### config.mk
export PLATFORM = sky130hd
export DESIGN_NAME = word_scroll_driver_flat
export DESIGN_NICKNAME = d
export VERILOG_FILES = /design/src/rtl/word_scroll_driver_if.sv /design/src/rtl/word_scroll_driver.sv /design/src/flat_wrapper.sv
export SDC_FILE = /design/constraint.sdc
export NUM_CORES = 1
export LEC_CHECK = 0
export ABC_AREA = 1
export CORE_ASPECT_RATIO = 0.75
export CORE_MARGIN = 4
export CORE_UTILIZATION = 51
export CTS_BUF_LIST = sky130_fd_sc_hd__clkbuf_4 sky130_fd_sc_hd__clkbuf_8
export DETAILED_ROUTE_END_ITERATION = 7
export GPL_TIMING_DRIVEN = 0
export PLACE_DENSITY = 0.77
export SLEW_MARGIN = 20
export SYNTH_ARGS = -nofsm -noshare
export SYNTH_HDL_FRONTEND = slang
export SYNTH_SLANG_ARGS = --single-unit
### constraint.sdc
create_clock -name i_clk -period 2.9 [get_ports i_clk]
set_input_delay 0.29 -clock i_clk [delete_from_list [all_inputs] [get_ports i_clk]]
set_output_delay 0.29 -clock i_clk [all_outputs]
set_load 0.05 [all_outputs]
### src/rtl/word_scroll_driver_if.sv
// Control and display bundle for word_scroll_driver.
// The master side drives the controls; the slave side (the driver) returns codes and segments.
interface word_scroll_driver_if;
  logic       i_enable;
  logic       i_dir;
  logic       i_load;
  logic [5:0] i_char_in;
  logic [1:0] o_phase;
  logic       o_step;
  logic [1:0] o_code2;
  logic [1:0] o_code1;
  logic [1:0] o_code0;
  logic [6:0] o_hex2;
  logic [6:0] o_hex1;
  logic [6:0] o_hex0;

  modport master (
    output i_enable, i_dir, i_load, i_char_in,
    input  o_phase, o_step, o_code2, o_code1, o_code0, o_hex2, o_hex1, o_hex0
  );

  modport slave (
    input  i_enable, i_dir, i_load, i_char_in,
    output o_phase, o_step, o_code2, o_code1, o_code0, o_hex2, o_hex1, o_hex0
  );
endinterface

### src/rtl/word_scroll_driver.sv
// Rotates a loaded 3-character word across HEX2..HEX0, one position every TICKS enabled cycles.
// Outputs rotated 2-bit codes and active-low 7-segment patterns.
module word_scroll_driver #(
  parameter int unsigned TICKS = 50000000
) (
  input logic           i_clk,
  input logic           i_rst,
  word_scroll_driver_if.slave bus
);
  localparam int unsigned W = (TICKS > 1) ? $clog2(TICKS) : 1;
  localparam logic [W-1:0] LAST = W'(TICKS - 1);

  typedef enum logic [1:0] {
    PH0 = 2'd0,
    PH1 = 2'd1,
    PH2 = 2'd2
  } phase_t;

  phase_t       r_phase, w_phase_next;
  logic [W-1:0] r_count, w_count_next;
  logic [5:0]   r_word, w_word_next;
  logic         r_step, w_step_next;
  logic         w_tick;
  logic [1:0]   w_c2, w_c1, w_c0;

  assign w_tick = bus.i_enable && !bus.i_load && (r_count == LAST);

  always_ff @(posedge i_clk or posedge i_rst) begin
    if (i_rst) begin
      r_word  <= '1;
      r_phase <= PH0;
      r_count <= '0;
      r_step  <= 1'b0;
    end else begin
      r_word  <= w_word_next;
      r_phase <= w_phase_next;
      r_count <= w_count_next;
      r_step  <= w_step_next;
    end
  end

  // Load wins over a coincident tick; an out-of-range phase falls back to 0 on the next tick.
  always_comb begin
    w_word_next  = r_word;
    w_phase_next = r_phase;
    w_count_next = r_count;
    w_step_next  = 1'b0;
    if (bus.i_load) begin
      w_word_next  = bus.i_char_in;
      w_phase_next = PH0;
      w_count_next = '0;
    end else if (bus.i_enable) begin
      if (w_tick) begin
        w_count_next = '0;
        w_step_next  = 1'b1;
        case (r_phase)
          PH0:     w_phase_next = bus.i_dir ? PH2 : PH1;
          PH1:     w_phase_next = bus.i_dir ? PH0 : PH2;
          PH2:     w_phase_next = bus.i_dir ? PH1 : PH0;
          default: w_phase_next = PH0;
        endcase
      end else begin
        w_count_next = r_count + 1'b1;
      end
    end
  end

  always_comb begin
    w_c2 = r_word[5:4];
    w_c1 = r_word[3:2];
    w_c0 = r_word[1:0];
    case (r_phase)
      PH1:     {w_c2, w_c1, w_c0} = {r_word[3:2], r_word[1:0], r_word[5:4]};
      PH2:     {w_c2, w_c1, w_c0} = {r_word[1:0], r_word[5:4], r_word[3:2]};
      default: {w_c2, w_c1, w_c0} = r_word;
    endcase
  end

  function automatic logic [6:0] seg(input logic [1:0] c);
    case (c)
      2'b00:   return 7'b0100100;
      2'b01:   return 7'b0010010;
      2'b10:   return 7'b0110000;
      default: return 7'b1111111;
    endcase
  endfunction

  assign bus.o_phase = r_phase;
  assign bus.o_step  = r_step;
  assign bus.o_code2 = w_c2;
  assign bus.o_code1 = w_c1;
  assign bus.o_code0 = w_c0;
  assign bus.o_hex2  = seg(w_c2);
  assign bus.o_hex1  = seg(w_c1);
  assign bus.o_hex0  = seg(w_c0);
endmodule
### src/flat_wrapper.sv
// flat-port wrapper written by rule: the top's interface ports become plain ports
module word_scroll_driver_flat 
#(
  parameter int unsigned TICKS = 50000000
)
  (i_clk, i_rst, bus_i_enable, bus_i_dir, bus_i_load, bus_i_char_in, bus_o_phase, bus_o_step, bus_o_code2, bus_o_code1, bus_o_code0, bus_o_hex2, bus_o_hex1, bus_o_hex0);
  word_scroll_driver_if bus_i ();
  input logic i_clk;
  input logic i_rst;
  input wire logic [$bits(bus_i.i_enable)-1:0] bus_i_enable;
  input wire logic [$bits(bus_i.i_dir)-1:0] bus_i_dir;
  input wire logic [$bits(bus_i.i_load)-1:0] bus_i_load;
  input wire logic [$bits(bus_i.i_char_in)-1:0] bus_i_char_in;
  output wire logic [$bits(bus_i.o_phase)-1:0] bus_o_phase;
  output wire logic [$bits(bus_i.o_step)-1:0] bus_o_step;
  output wire logic [$bits(bus_i.o_code2)-1:0] bus_o_code2;
  output wire logic [$bits(bus_i.o_code1)-1:0] bus_o_code1;
  output wire logic [$bits(bus_i.o_code0)-1:0] bus_o_code0;
  output wire logic [$bits(bus_i.o_hex2)-1:0] bus_o_hex2;
  output wire logic [$bits(bus_i.o_hex1)-1:0] bus_o_hex1;
  output wire logic [$bits(bus_i.o_hex0)-1:0] bus_o_hex0;
  assign bus_i.i_enable = bus_i_enable;
  assign bus_i.i_dir = bus_i_dir;
  assign bus_i.i_load = bus_i_load;
  assign bus_i.i_char_in = bus_i_char_in;
  assign bus_o_phase = bus_i.o_phase;
  assign bus_o_step = bus_i.o_step;
  assign bus_o_code2 = bus_i.o_code2;
  assign bus_o_code1 = bus_i.o_code1;
  assign bus_o_code0 = bus_i.o_code0;
  assign bus_o_hex2 = bus_i.o_hex2;
  assign bus_o_hex1 = bus_i.o_hex1;
  assign bus_o_hex0 = bus_i.o_hex0;
  word_scroll_driver #(.TICKS(TICKS)) u_core (.i_clk(i_clk), .i_rst(i_rst), .bus(bus_i));
endmodule
## Word-level counts from Yosys, hierarchy flattened

Index checks and enable logic that the tools add are counted.

| word-level totals | value |
|---|---|
| flip-flop bits (word level) | 35 |
| bits in latches | 0 |
| memory bits (writable) | 0 |
| ROM bits | 0 |
| output and inout port bits | 30 |
| logic and storage cells | 43 |
| memories kept | 0 |

| operators by class | value |
|---|---|
| add/sub/neg operators | 1 |
| multiply operators | 0 |
| divide/modulo/power cells | 0 |
| order comparisons | 0 |
| equal/unequal tests | 9 |
| shift operators | 0 |
| multiplexer cells | 19 |
| bitwise operators | 0 |
| reduce and logical (&&, ||, !) cells | 10 |

Operator list:

| operator | number |
|---|---|
| $mux W26 | 3 |
| $pmux W7 S3 | 3 |
| $add A26 B1 Y26 const B | 1 |
| $eq A26 B26 Y1 const B | 1 |
| $pmux W2 S2 | 3 |
| $mux W2 | 5 |
| $eq A2 B1 Y1 const B | 4 |
| $eq A2 B2 Y1 const B | 4 |
| $logic_not A2 Y1 | 4 |
| $pmux W2 S3 | 1 |
| $mux W1 | 4 |
| $reduce_bool A2 Y1 | 2 |
| $logic_and A1 B1 Y1 | 2 |
| $reduce_and A2 Y1 | 1 |
| $logic_not A1 Y1 | 1 |

## Longest topological paths before layout

Gate-level depths: netlist of the first run.

| logic depth | value |
|---|---|
| depth after elaboration | 6 |
| gate-level depth with buffers | 10 |
| mapped depth without buffers | 10 |

## Least setup slack after synthesis of the first run

Ideal clock, no wire load.

| timing | value |
|---|---|
| kind | register to output |
| start | register u_core.r_phase[0], in the netlist u_core.bus.o_phase[0] |
| end | output bus_o_hex0[3] |
| arrival time | 3640 ps |
| data required time | 2610 ps |
| slack | -1030 ps |
| cell stages (with the launch flop) | 7 |
| buffers on the path | 2 |
| path through | dfrtp_1 -> inv_1 -> ha_1 -> clkbuf_1 -> o21ai_0 -> ha_1 -> buf_4 |

| on the way | value |
|---|---|
| cells in the longest elaborated chain, start to end | 4 |
| elaborated cells between the ends (all ways) | 7 |
| those cells by class | eq/ne: 4; mux: 2; reduce/logical: 1 |

RTL lines:

| item | line | text |
|---|---|---|
| start, declared | word_scroll_driver.sv:19 | `phase_t r_phase, w_phase_next;` |
| start signal, assigned | word_scroll_driver.sv:36 | `r_phase <= w_phase_next;` |
| $eq A2 B2 Y1 or $eq A2 B1 Y1 (tied branches) | word_scroll_driver.sv:72 | `case (r_phase)` |
| $pmux W2 S2 * | word_scroll_driver.sv:72 |  |
| net bus_o_code0[0] | flat_wrapper.sv:18 | `output wire logic [$bits(bus_i.o_code0)-1:0] bus_o_code0;` |
| $eq A2 B2 Y1, or another cell as far along | word_scroll_driver.sv:80 | `case (c)` |
| $pmux W7 S3 * | word_scroll_driver.sv:80 |  |
| end, declared | flat_wrapper.sv:21 | `output wire logic [$bits(bus_i.o_hex0)-1:0] bus_o_hex0;` |

The timed path passes the listed nets; every way through them passes the cells marked *.

## Final worst setup path of the first run

| timing | value |
|---|---|
| start | register u_core.r_phase[1], in the netlist u_core.bus.o_phase[1] |
| end | output bus_o_hex2[3] |

| on the way | value |
|---|---|
| cells in the longest elaborated chain, start to end | 4 |
| elaborated cells between the ends (all ways) | 7 |
| those cells by class | eq/ne: 4; mux: 2; reduce/logical: 1 |

RTL lines:

| item | line | text |
|---|---|---|
| $eq A2 B2 Y1 or $eq A2 B1 Y1 (tied branches) | word_scroll_driver.sv:72 |  |
| $pmux W2 S2 * | word_scroll_driver.sv:72 |  |
| $eq A2 B2 Y1, or another cell as far along | word_scroll_driver.sv:80 |  |
| $pmux W7 S3 * | word_scroll_driver.sv:80 |  |
| end, declared | flat_wrapper.sv:19 | `output wire logic [$bits(bus_i.o_hex2)-1:0] bus_o_hex2;` |

Every way passes the cells marked *; elsewhere a longest branch is shown, timed or not.

==> results of run 1 <==
[metrics by stage]
stage	util	instance area, um2	total power [W]	setup WS (ps)	hold WS [ps]
floorplan	-	2550	0.000785	113	364
CTS	0.670	3080	0.00123	0.0153	327
global route	0.670	3080	0.00127	17.2	368
global placement	0.655	3010	0.000896	-37.7	512
finish	0.670	3080	0.00122	111	335
detailed placement	0.655	3010	0.000900	-84.9	517
[power breakdown]
group | internal [W] | switching [W]
logic | 0.000103 | 0.000238
clock network | 0.000164 | 0.000181
registers | 0.000513 | 0.0000173
total | 0.000780 | 0.000436
[kinds of logic after synthesis]
| family | Yosys count | share of synthesized area |
|---|---|---|
| buf+inv | 67 | 0.118 |
| fa+ha+maj | 15 | 0.0749 |
| compound gates | 34 | 0.0808 |
| xor+xnor | 10 | 0.0349 |
| flops | 35 | 0.352 |
| simple gates | 199 | 0.339 |
[flip-flops by register name, indices dropped and copies added, names as in the netlist]
signal	count
u_core.bus.o_phase	2
u_core.bus.o_step	1
u_core.r_count	26
u_core.r_word	6
[cell type report]
class / instances / area [um2] / share of cell area
multi-input combinational: 258 / 1370 / 0.445
sequential: 35 / 885 / 0.287
buffer: 14 / 100 / 0.0325
clock buffer: 5 / 68.8 / 0.0223
timing repair buffer: 39 / 373 / 0.121
clock inverter: 3 / 15.0 / 0.00487
tap: 57 / 71.3 / 0.0231
inverter: 53 / 199 / 0.0646
[synthesized netlist by cell type (all sizes together)]
| master | count | area [um2] |
|---|---|---|
| nand3b | 2 | 15.0 |
| dfstp | 6 | 158 |
| nand2 | 97 | 364 |
| nor2 | 67 | 292 |
| dfrtp | 29 | 726 |
| xor2 | 8 | 70.1 |
| inv | 53 | 199 |
| o21ai | 19 | 106 |
| o22ai | 4 | 25.0 |
| nand4 | 5 | 31.3 |
| ha | 15 | 188 |
| nand3 | 20 | 105 |
| nor4 | 1 | 6.26 |
| clkbuf | 2 | 7.51 |
| a31oi | 2 | 12.5 |
| nor3b | 1 | 7.51 |
| xnor2 | 2 | 17.5 |
| nor3 | 6 | 30.0 |
| o31ai | 1 | 7.51 |
| o221ai | 3 | 26.3 |
| a21oi | 5 | 25.0 |
| buf | 12 | 88.8 |
[tightest hold or removal path, delay by kind of cell]
| kind | cells | cell delay, ps |
|---|---|---|
| buf+inv | 1 | 170 |
| simple gates | 2 | 140 |
[metal layers]
layer	part of all wire	routed length, um
met1	0.51	3090
met2	0.40	2410
met3	0.080	483
met4	0.012	72
met5	0	0
[cells in the final DEF (no fill, tap or decap), types with 8 or more instances in the layout]
| master | count |
|---|---|
| nand2_1 | 97 |
| nor2_1 | 59 |
| inv_1 | 48 |
| dfrtp_1 | 28 |
| nand3_1 | 19 |
| clkdlybuf4s50_1 | 17 |
| dlygate4sd2_1 | 16 |
| ha_1 | 12 |
| o21ai_0 | 11 |
| buf_4 | 9 |
| xor2_1 | 8 |
[worst paths after layout]
kind	from	to	slack, ps	cells after the start
max in group asynchronous	i_rst	u_core.bus.o_phase[0]	1970	2
min in group asynchronous	i_rst	u_core.r_count[10]	430	2
worst min-delay path	bus_i_enable	u_core.r_count[22]	340	3
worst max register to register	u_core.r_count[1]	u_core.r_count[0]	1140	8
worst max-delay path	u_core.bus.o_phase[1]	bus_o_hex2[3]	110	9
worst min register to register	u_core.r_count[22]	u_core.r_count[22]	540	2
[repair_timing]
action,4_1_cts,5_1_grt
gates resized for setup,32,5
cloned,0,0
endpoints found under the hold margin,0,0
setup endpoints to repair,21,19
==> qor.txt, run 1 <==
Crit. End Element -> output pin
fin crit share -> 0.962
startpoint types -> flip-flop
status -> completed
Die ar. -> 6110 um2
vias in the first global route -> 2070
Max Transition Viols Final -> 0
TritonCTS Sinks -> 35
#FFs+latches synth -> 35
Critical Path, Cell by Cell -> inv_1 -> ha_1 -> clkbuf_4 -> o221ai_1 -> o21ai_1 -> inv_2 -> ha_2 -> buf_4 -> clkdlybuf4s15_2
Max IR drop VDD -> 0.351 mV
clk_skew -> 3.72 ps
Post-DP HPWL -> 4750 um
Row Count -> 21
slowest cell delay on critical path -> 420 ps
Crit Path Class -> flip-flop to output pin
vias per cell -> 5.29
Avg Cell Area, Syn -> 6.97 um2
global-route wire length before repair -> 9910 um
port bufs -> 39
Yosys warnings -> 0
postcts setup bufs -> 0
placed cell count -> 456
DIE HEIGHT -> 68.7 um
vias -> 2455
post-route ant nets -> 0
Peak Freq -> 358 MHz
CTS Hold Bufs -> 0
worst slew pin tran -> 712 ps
Root Buffer -> clkbuf_8
Worst Path Buf+Inv -> 5
final hold vios -> 0
met2 Use GR -> 0.300
syn_nets -> 386
MaxCap Viol Count -> 0
Final setup viols -> 0
Ant. Diodes -> 0
Crit path max-delay family -> buffers and inverters
GR Layer Usage met1 -> 0.326
Cells after Synth -> 360
Seq/Total Area, Yosys -> 0.352
Syn-to-layout area delta -> 22.9%
CTS tree -> built
number of CTS-inserted buffers -> 5
share of cells above drive strength 1 -> 0.133
synth unique cells -> 30
Critical Path AT -> 2500 ps
initial antenna violation count -> 0
Post-Layout Cell Count -> 464
Critical Path RT -> 2610 ps
Residual DRC -> 0
drt pass-1 iters -> 5
DRT Wirelength -> 6050 um
LEAKAGE -> 1.42 nW
core area -> 4600 um2
# fillers -> 395
chip width -> 89.0 um
initial core utilization -> 0.545
RSZ-0062 raised after global routing -> false
slew margin rel. -> 0.525
critical path peak fanout -> 10
Avg WL per Cell -> 13.0 um
I/O pin count -> 41
power density cells -> 395 nW/um2
gpl congestion -> 0.917
nets -> 432
slowest cell on the critical path -> dfrtp_1
GR Util met3 -> 0.0404
Clk pin slew, worst setup/hold paths -> 70 ps
Post-Route Setup TNS -> 0 ps
Mapped Area -> 2510 um2
GRT Total Usage -> 0.213
clock latency on the worst-skew pair -> 290 ps
initial drt markers -> 160
htree depth -> 2
CTS Buffer Depth -> 2
largest net degree at the start of global routing -> 36
Hold/Removal Path Class -> input pin to flip-flop
GR Overflow Total -> 0
gr busiest metal -> met1
min Tclk post-route -> 2790 ps
Note: power is estimated with default switching activity, not from simulation.
==> inputs of run 2 (changes only) <==
==> constraint.sdc (replaced) <==
create_clock -name i_clk -period 2.9 [get_ports i_clk]
set_input_delay 0.58 -clock i_clk [delete_from_list [all_inputs] [get_ports i_clk]]
set_output_delay 0.58 -clock i_clk [all_outputs]
set_load 0.05 [all_outputs]
==> run 2 against run 1 <==
  * Design area fell by 0.57%
  * Sequential share of layout area rose by 0.20 points
  * Critical path type unchanged
  * Flip-flop and latch count did not move
  * Final cell count stayed put
  * Highest routed layer unchanged
  * Fmax fell by 0.76%
  * Utilization fell by 0.38 points
==> qor.txt, run 2 (synthesized netlist as in run 1, its figures left out) <==
initial core utilization -> 0.545
port bufs -> 39
GR Overflow Total -> 0
CTS Buffer Depth -> 2
Post-Layout Cell Count -> 464
Residual DRC -> 0
Hold/Removal Path Class -> flip-flop to flip-flop
Critical Path AT -> 2230 ps
core area -> 4600 um2
Core Util, Final -> 0.666
post-route ant nets -> 0
CTS tree -> built
Critical Path RT -> 2320 ps
worst slew pin tran -> 728 ps
Crit path max-delay family -> buffers and inverters
clock latency on the worst-skew pair -> 300 ps
Ant. Diodes -> 0
slew margin rel. -> 0.514
Clk pin slew, worst setup/hold paths -> 70 ps
htree depth -> 2
startpoint types -> flip-flop
clk_skew -> 4.24 ps
Hold Path Stages -> 2
min Tclk post-route -> 2810 ps
initial drt markers -> 149
Syn-to-layout area delta -> 22.2%
share of cells above drive strength 1 -> 0.174
TritonCTS Sinks -> 35
# fillers -> 416
most frequent cells in the layout -> 97 x nand2_1, 59 x nor2_1, 48 x inv_1
DIE HEIGHT -> 68.7 um
Reg2Reg Depth -> 7
Max IR drop VDD -> 0.325 mV
Root Buffer -> clkbuf_8
placement-stage cell area -> 3020 um2
largest net degree at the start of global routing -> 36
LEAKAGE -> 1.41 nW
Crit Path Class -> flip-flop to output pin
I/O pin count -> 41
drt pass-1 iters -> 5
Critical Path, Cell by Cell -> inv_1 -> ha_1 -> clkbuf_8 -> nand2_1 -> o21ai_4 -> ha_2 -> buf_4 -> clkdlybuf4s15_2
post-route cell area -> 3060 um2
final hold vios -> 0
Pwr Total -> 0.00123 W
Post-DP HPWL -> 4960 um
Die ar. -> 6110 um2
Max Transition Viols Final -> 0
stages on the worst setup path -> 8
number of CTS-inserted buffers -> 5
postcts setup bufs -> 0
power density cells -> 401 nW/um2
Crit. End Element -> output pin
Reg with most FFs -> u_core.r_count
vias per cell -> 5.14
slowest cell on the critical path -> dfrtp_2
Peak Freq -> 356 MHz
Worst Path Buf+Inv -> 4
max reg flops -> 26
Avg WL per Cell -> 13.4 um
commonest non-fill, non-tap cell in the layout -> nand2_1
vias in the first global route -> 2139
global-route wire length before repair -> 10100 um
RSZ-0062 raised after global routing -> true
chip width -> 89.0 um
Post-Route Setup TNS -> 0 ps
MaxCap Viol Count -> 0
gpl congestion -> 0.961
placed cell count -> 456
slowest cell delay on critical path -> 400 ps
status -> completed
fin crit share -> 0.969
nets -> 432
GRT Total Usage -> 0.221
initial antenna violation count -> 0
critical path peak fanout -> 10
Final setup viols -> 0
vias -> 2386
DRT Wirelength -> 6230 um
Row Count -> 21
## run 2: worst min-delay path: stages (launching register included)
cell and delay (ps):
dfrtp_1 380, nand2_1 60, nand2_1 60
## run 2: power by group
group | leakage, nW | internal [W] | switching (W)
sequential | 0.463 | 0.000513 | 0.0000182
combinational | 0.897 | 0.0000954 | 0.000238
clock | 0.0491 | 0.000187 | 0.000176
total | 1.41 | 0.000795 | 0.000433
## run 2: metrics by stage
| step | setup slack (ps) | hold slack (ps) |
|---|---|---|
| after floorplan | 6.93 | 484 |
| after global placement | -431 | 503 |
| after detailed placement | -437 | 515 |
| after CTS | 5.13 | 533 |
| after global routing | -30.1 | 581 |
| final | 89.3 | 538 |
## run 2: path summary, 6_finish.rpt
path                                       start               endpoint  slack, ps
setup / recovery           u_core.bus.o_phase[0]          bus_o_hex0[6]         90
hold / removal                u_core.r_count[22]     u_core.r_count[22]        540
setup reg to reg               u_core.r_count[1]      u_core.r_count[6]       1130
hold reg to reg               u_core.r_count[22]     u_core.r_count[22]        540
max in group asynchronous                  i_rst  u_core.bus.o_phase[1]       1650
min in group asynchronous                  i_rst     u_core.r_count[12]        730
## run 2: layout make-up
type / count / area (um2) / area share
clock inverter: 1 / 5.00 / 0.00163
sequential: 35 / 886 / 0.289
clock buffer: 7 / 83.8 / 0.0274
inverter: 53 / 199 / 0.0649
timing repair buffer: 39 / 314 / 0.102
buffer: 14 / 106 / 0.0347
multi-input combinational: 258 / 1400 / 0.457
tap: 57 / 71.3 / 0.0233
## run 2: timing repair
item                                    in CTS  in global routing
gates resized for setup                     65                 26
hold buffers                                 0                  0
cloned                                       0                  0
endpoints found under the setup margin      27                 15
## run 2: metal layers
layer / wire length [um] / up-vias / track usage
met5: 0 / - / 0
met4: 91 / 0 / 0.0855
met3: 466 / 8 / 0.0428
met2: 2550 / 78 / 0.311
met1: 3120 / 1090 / 0.330
li1: - / 1210 / -
==> inputs of run 3 (changes only) <==
--- a/config.mk
+++ b/config.mk
@@ -11,9 +11,10 @@
 export CORE_UTILIZATION = 51
 export CTS_BUF_LIST = sky130_fd_sc_hd__clkbuf_4 sky130_fd_sc_hd__clkbuf_8
 export DETAILED_ROUTE_END_ITERATION = 7
+export DONT_BUFFER_PORTS = 1
 export GPL_TIMING_DRIVEN = 0
-export PLACE_DENSITY = 0.77
-export SLEW_MARGIN = 20
+export PLACE_DENSITY = 0.66
+export SLEW_MARGIN = 10
 export SYNTH_ARGS = -nofsm -noshare
 export SYNTH_HDL_FRONTEND = slang
 export SYNTH_SLANG_ARGS = --single-unit
==> run 3 against run 2 <==
  * The flow now finishes with violations (setup timing)
  * Final cell count shrank 6.7%
  * Utilization shrank 0.82 points
  * Sequential power is essentially flat
  * Wire length is 0.37% higher
  * Critical path depth is 1 higher
  * Die area did not move
  * Fmax down 7.4%
  * First-iteration DRC count is 36% higher
  * Largest power group unchanged
==> qor.txt, run 3 (synthesized netlist as in run 1, its figures left out) <==
slew margin rel. -> 0.503
nets -> 401
core area -> 4600 um2
max reg flops -> 26
LEAKAGE -> 1.29 nW
CTS Hold Bufs -> 0
drt pass-1 iters -> 4
initial core utilization -> 0.545
Ant. Diodes -> 0
CTS Buffer Depth -> 2
TritonCTS Sinks -> 35
GR Util met3 -> 0.0380
commonest non-fill, non-tap cell in the layout -> nand2_1
I/O pin count -> 41
Critical Path RT -> 2320 ps
MaxCap Viol Count -> 0
smallest hold slack -> 302 ps
status -> finished with violations
htree depth -> 2
gr busiest metal -> met1
Max Transition Viols Final -> 0
RR Startpoint -> u_core.r_count[1]
largest net degree at the start of global routing -> 36
GRT Total Usage -> 0.216
chip width -> 89.0 um
fin crit share -> 1.05
FF+latch area -> 886 um2
most frequent cells in the layout -> 94 x nand2_1, 59 x nor2_1, 37 x inv_1
Clk pin slew, worst setup/hold paths -> 70 ps
Root Buffer -> clkbuf_8
clock latency on the worst-skew pair -> 280 ps
Pwr Total -> 0.00127 W
Die ar. -> 6110 um2
Core Util, Final -> 0.658
Hold/Removal Path Class -> input pin to async pin
Critical Path AT -> 2460 ps
Crit Path Class -> flip-flop to output pin
failing checks -> setup timing
RSZ-0062 raised after global routing -> true
port bufs -> 0
final hold vios -> 0
Final setup viols -> 11
number of CTS-inserted buffers -> 5
Peak Freq -> 329 MHz
vias per cell -> 5.23
post-route ant nets -> 0
vias in the first global route -> 1969
met2 Use GR -> 0.300
power density cells -> 421 nW/um2
Avg WL per Cell -> 14.4 um
DIE HEIGHT -> 68.7 um
vias -> 2263
clk_skew -> 6.01 ps
reg-to-reg endpoint -> u_core.r_count[13]
initial drt markers -> 202
global-route wire length before repair -> 10000 um
Reg with most FFs -> u_core.r_count
DRT Wirelength -> 6250 um
Post-DP HPWL -> 4600 um
startpoint types -> flip-flop
# fillers -> 398
CTS tree -> built
Reg2Reg Depth -> 7
Row Count -> 21
critical path peak fanout -> 5
Syn-to-layout area delta -> 20.7%
Residual DRC -> 0
GR Overflow Total -> 0
min Tclk post-route -> 3040 ps
worst slack at placement -> -253 ps
Crit. End Element -> output pin
worst slew pin tran -> 745 ps
initial antenna violation count -> 0
gpl congestion -> 0.893
GR Layer Usage met1 -> 0.345
share of cells above drive strength 1 -> 0.210
Max IR drop VDD -> 0.320 mV
final setup margin -> -135 ps
Worst R2R Setup Slack -> 1120 ps
Multi-input gate area -> 1480 um2
==> run 3: cell count changes in the layout (fill, tap and decap cells not counted), moves of 7 or more <==
cell	previous run	this run
clkdlybuf4s50_1	12	0
dlygate4sd2_1	8	0
inv_1	48	37
buf_8	0	7
clkbuf_2	7	0
==> run 3: critical path: stages (launching register included) <==
cell and delay [ps]:
dfrtp_2 570, inv_2 100, ha_4 260, clkbuf_16 160
buf_4 140, o221ai_1 90, o21ai_2 180, inv_4 190
ha_4 290, buf_8 180
==> run 3: repair_timing <==
item,4_1_cts,5_1_grt
endpoints found under the setup margin,22,16
resized for setup,46,12
buffers inserted,6,2
pin swaps,11,5
==> run 3: worst max-delay path by stage <==
stage	cells after the start	slack (ps)	start	endpoint
CTS	7	-140	u_core.bus.o_phase[1]	bus_o_hex2[2]
global placement	7	-220	u_core.bus.o_phase[1]	bus_o_hex2[3]
finish	9	-140	u_core.bus.o_phase[0]	bus_o_hex2[6]
global route	9	-220	u_core.bus.o_phase[0]	bus_o_hex2[6]
detailed placement	7	-250	u_core.bus.o_phase[0]	bus_o_hex2[6]
floorplan	7	7	u_core.bus.o_phase[0]	bus_o_hex0[3]
==> run 3: layer usage <==
| layer | vias up | routed length [um] |
|---|---|---|
| li1 | 1152 | - |
| met1 | 1030 | 3180 |
| met2 | 79 | 2590 |
| met3 | 2 | 455 |
| met4 | 0 | 25 |
| met5 | - | 0 |
==> run 3: cell type report <==
cell class	count	area share
Tap cell	57	0.0236
Buffer	14	0.0537
Clock buffer	8	0.0343
Timing Repair Buffer	8	0.0273
Inverter	53	0.0781
Multi-Input combinational cell	258	0.490
Sequential cell	35	0.293
==> run 3: report_power, final <==
| group | internal, W | total [W] | switching [W] |
|---|---|---|---|
| registers | 0.000513 | 0.000532 | 0.0000195 |
| clock network | 0.000226 | 0.000401 | 0.000174 |
| logic | 0.0000932 | 0.000341 | 0.000247 |
| total | 0.000832 | 0.00127 | 0.000441 |
==> run 3: per-stage QoR <==
| stage | cell area [um2] | std cells | setup TNS [ps] |
|---|---|---|---|
| floorplan | 2560 | 360 | 0 |
| global placement | 2630 | 417 | -1450 |
| detailed placement | 2630 | 417 | -1670 |
| CTS | 2980 | 431 | -1090 |
| global route | 3030 | 433 | -1910 |
| finish | 3030 | 433 | -861 |
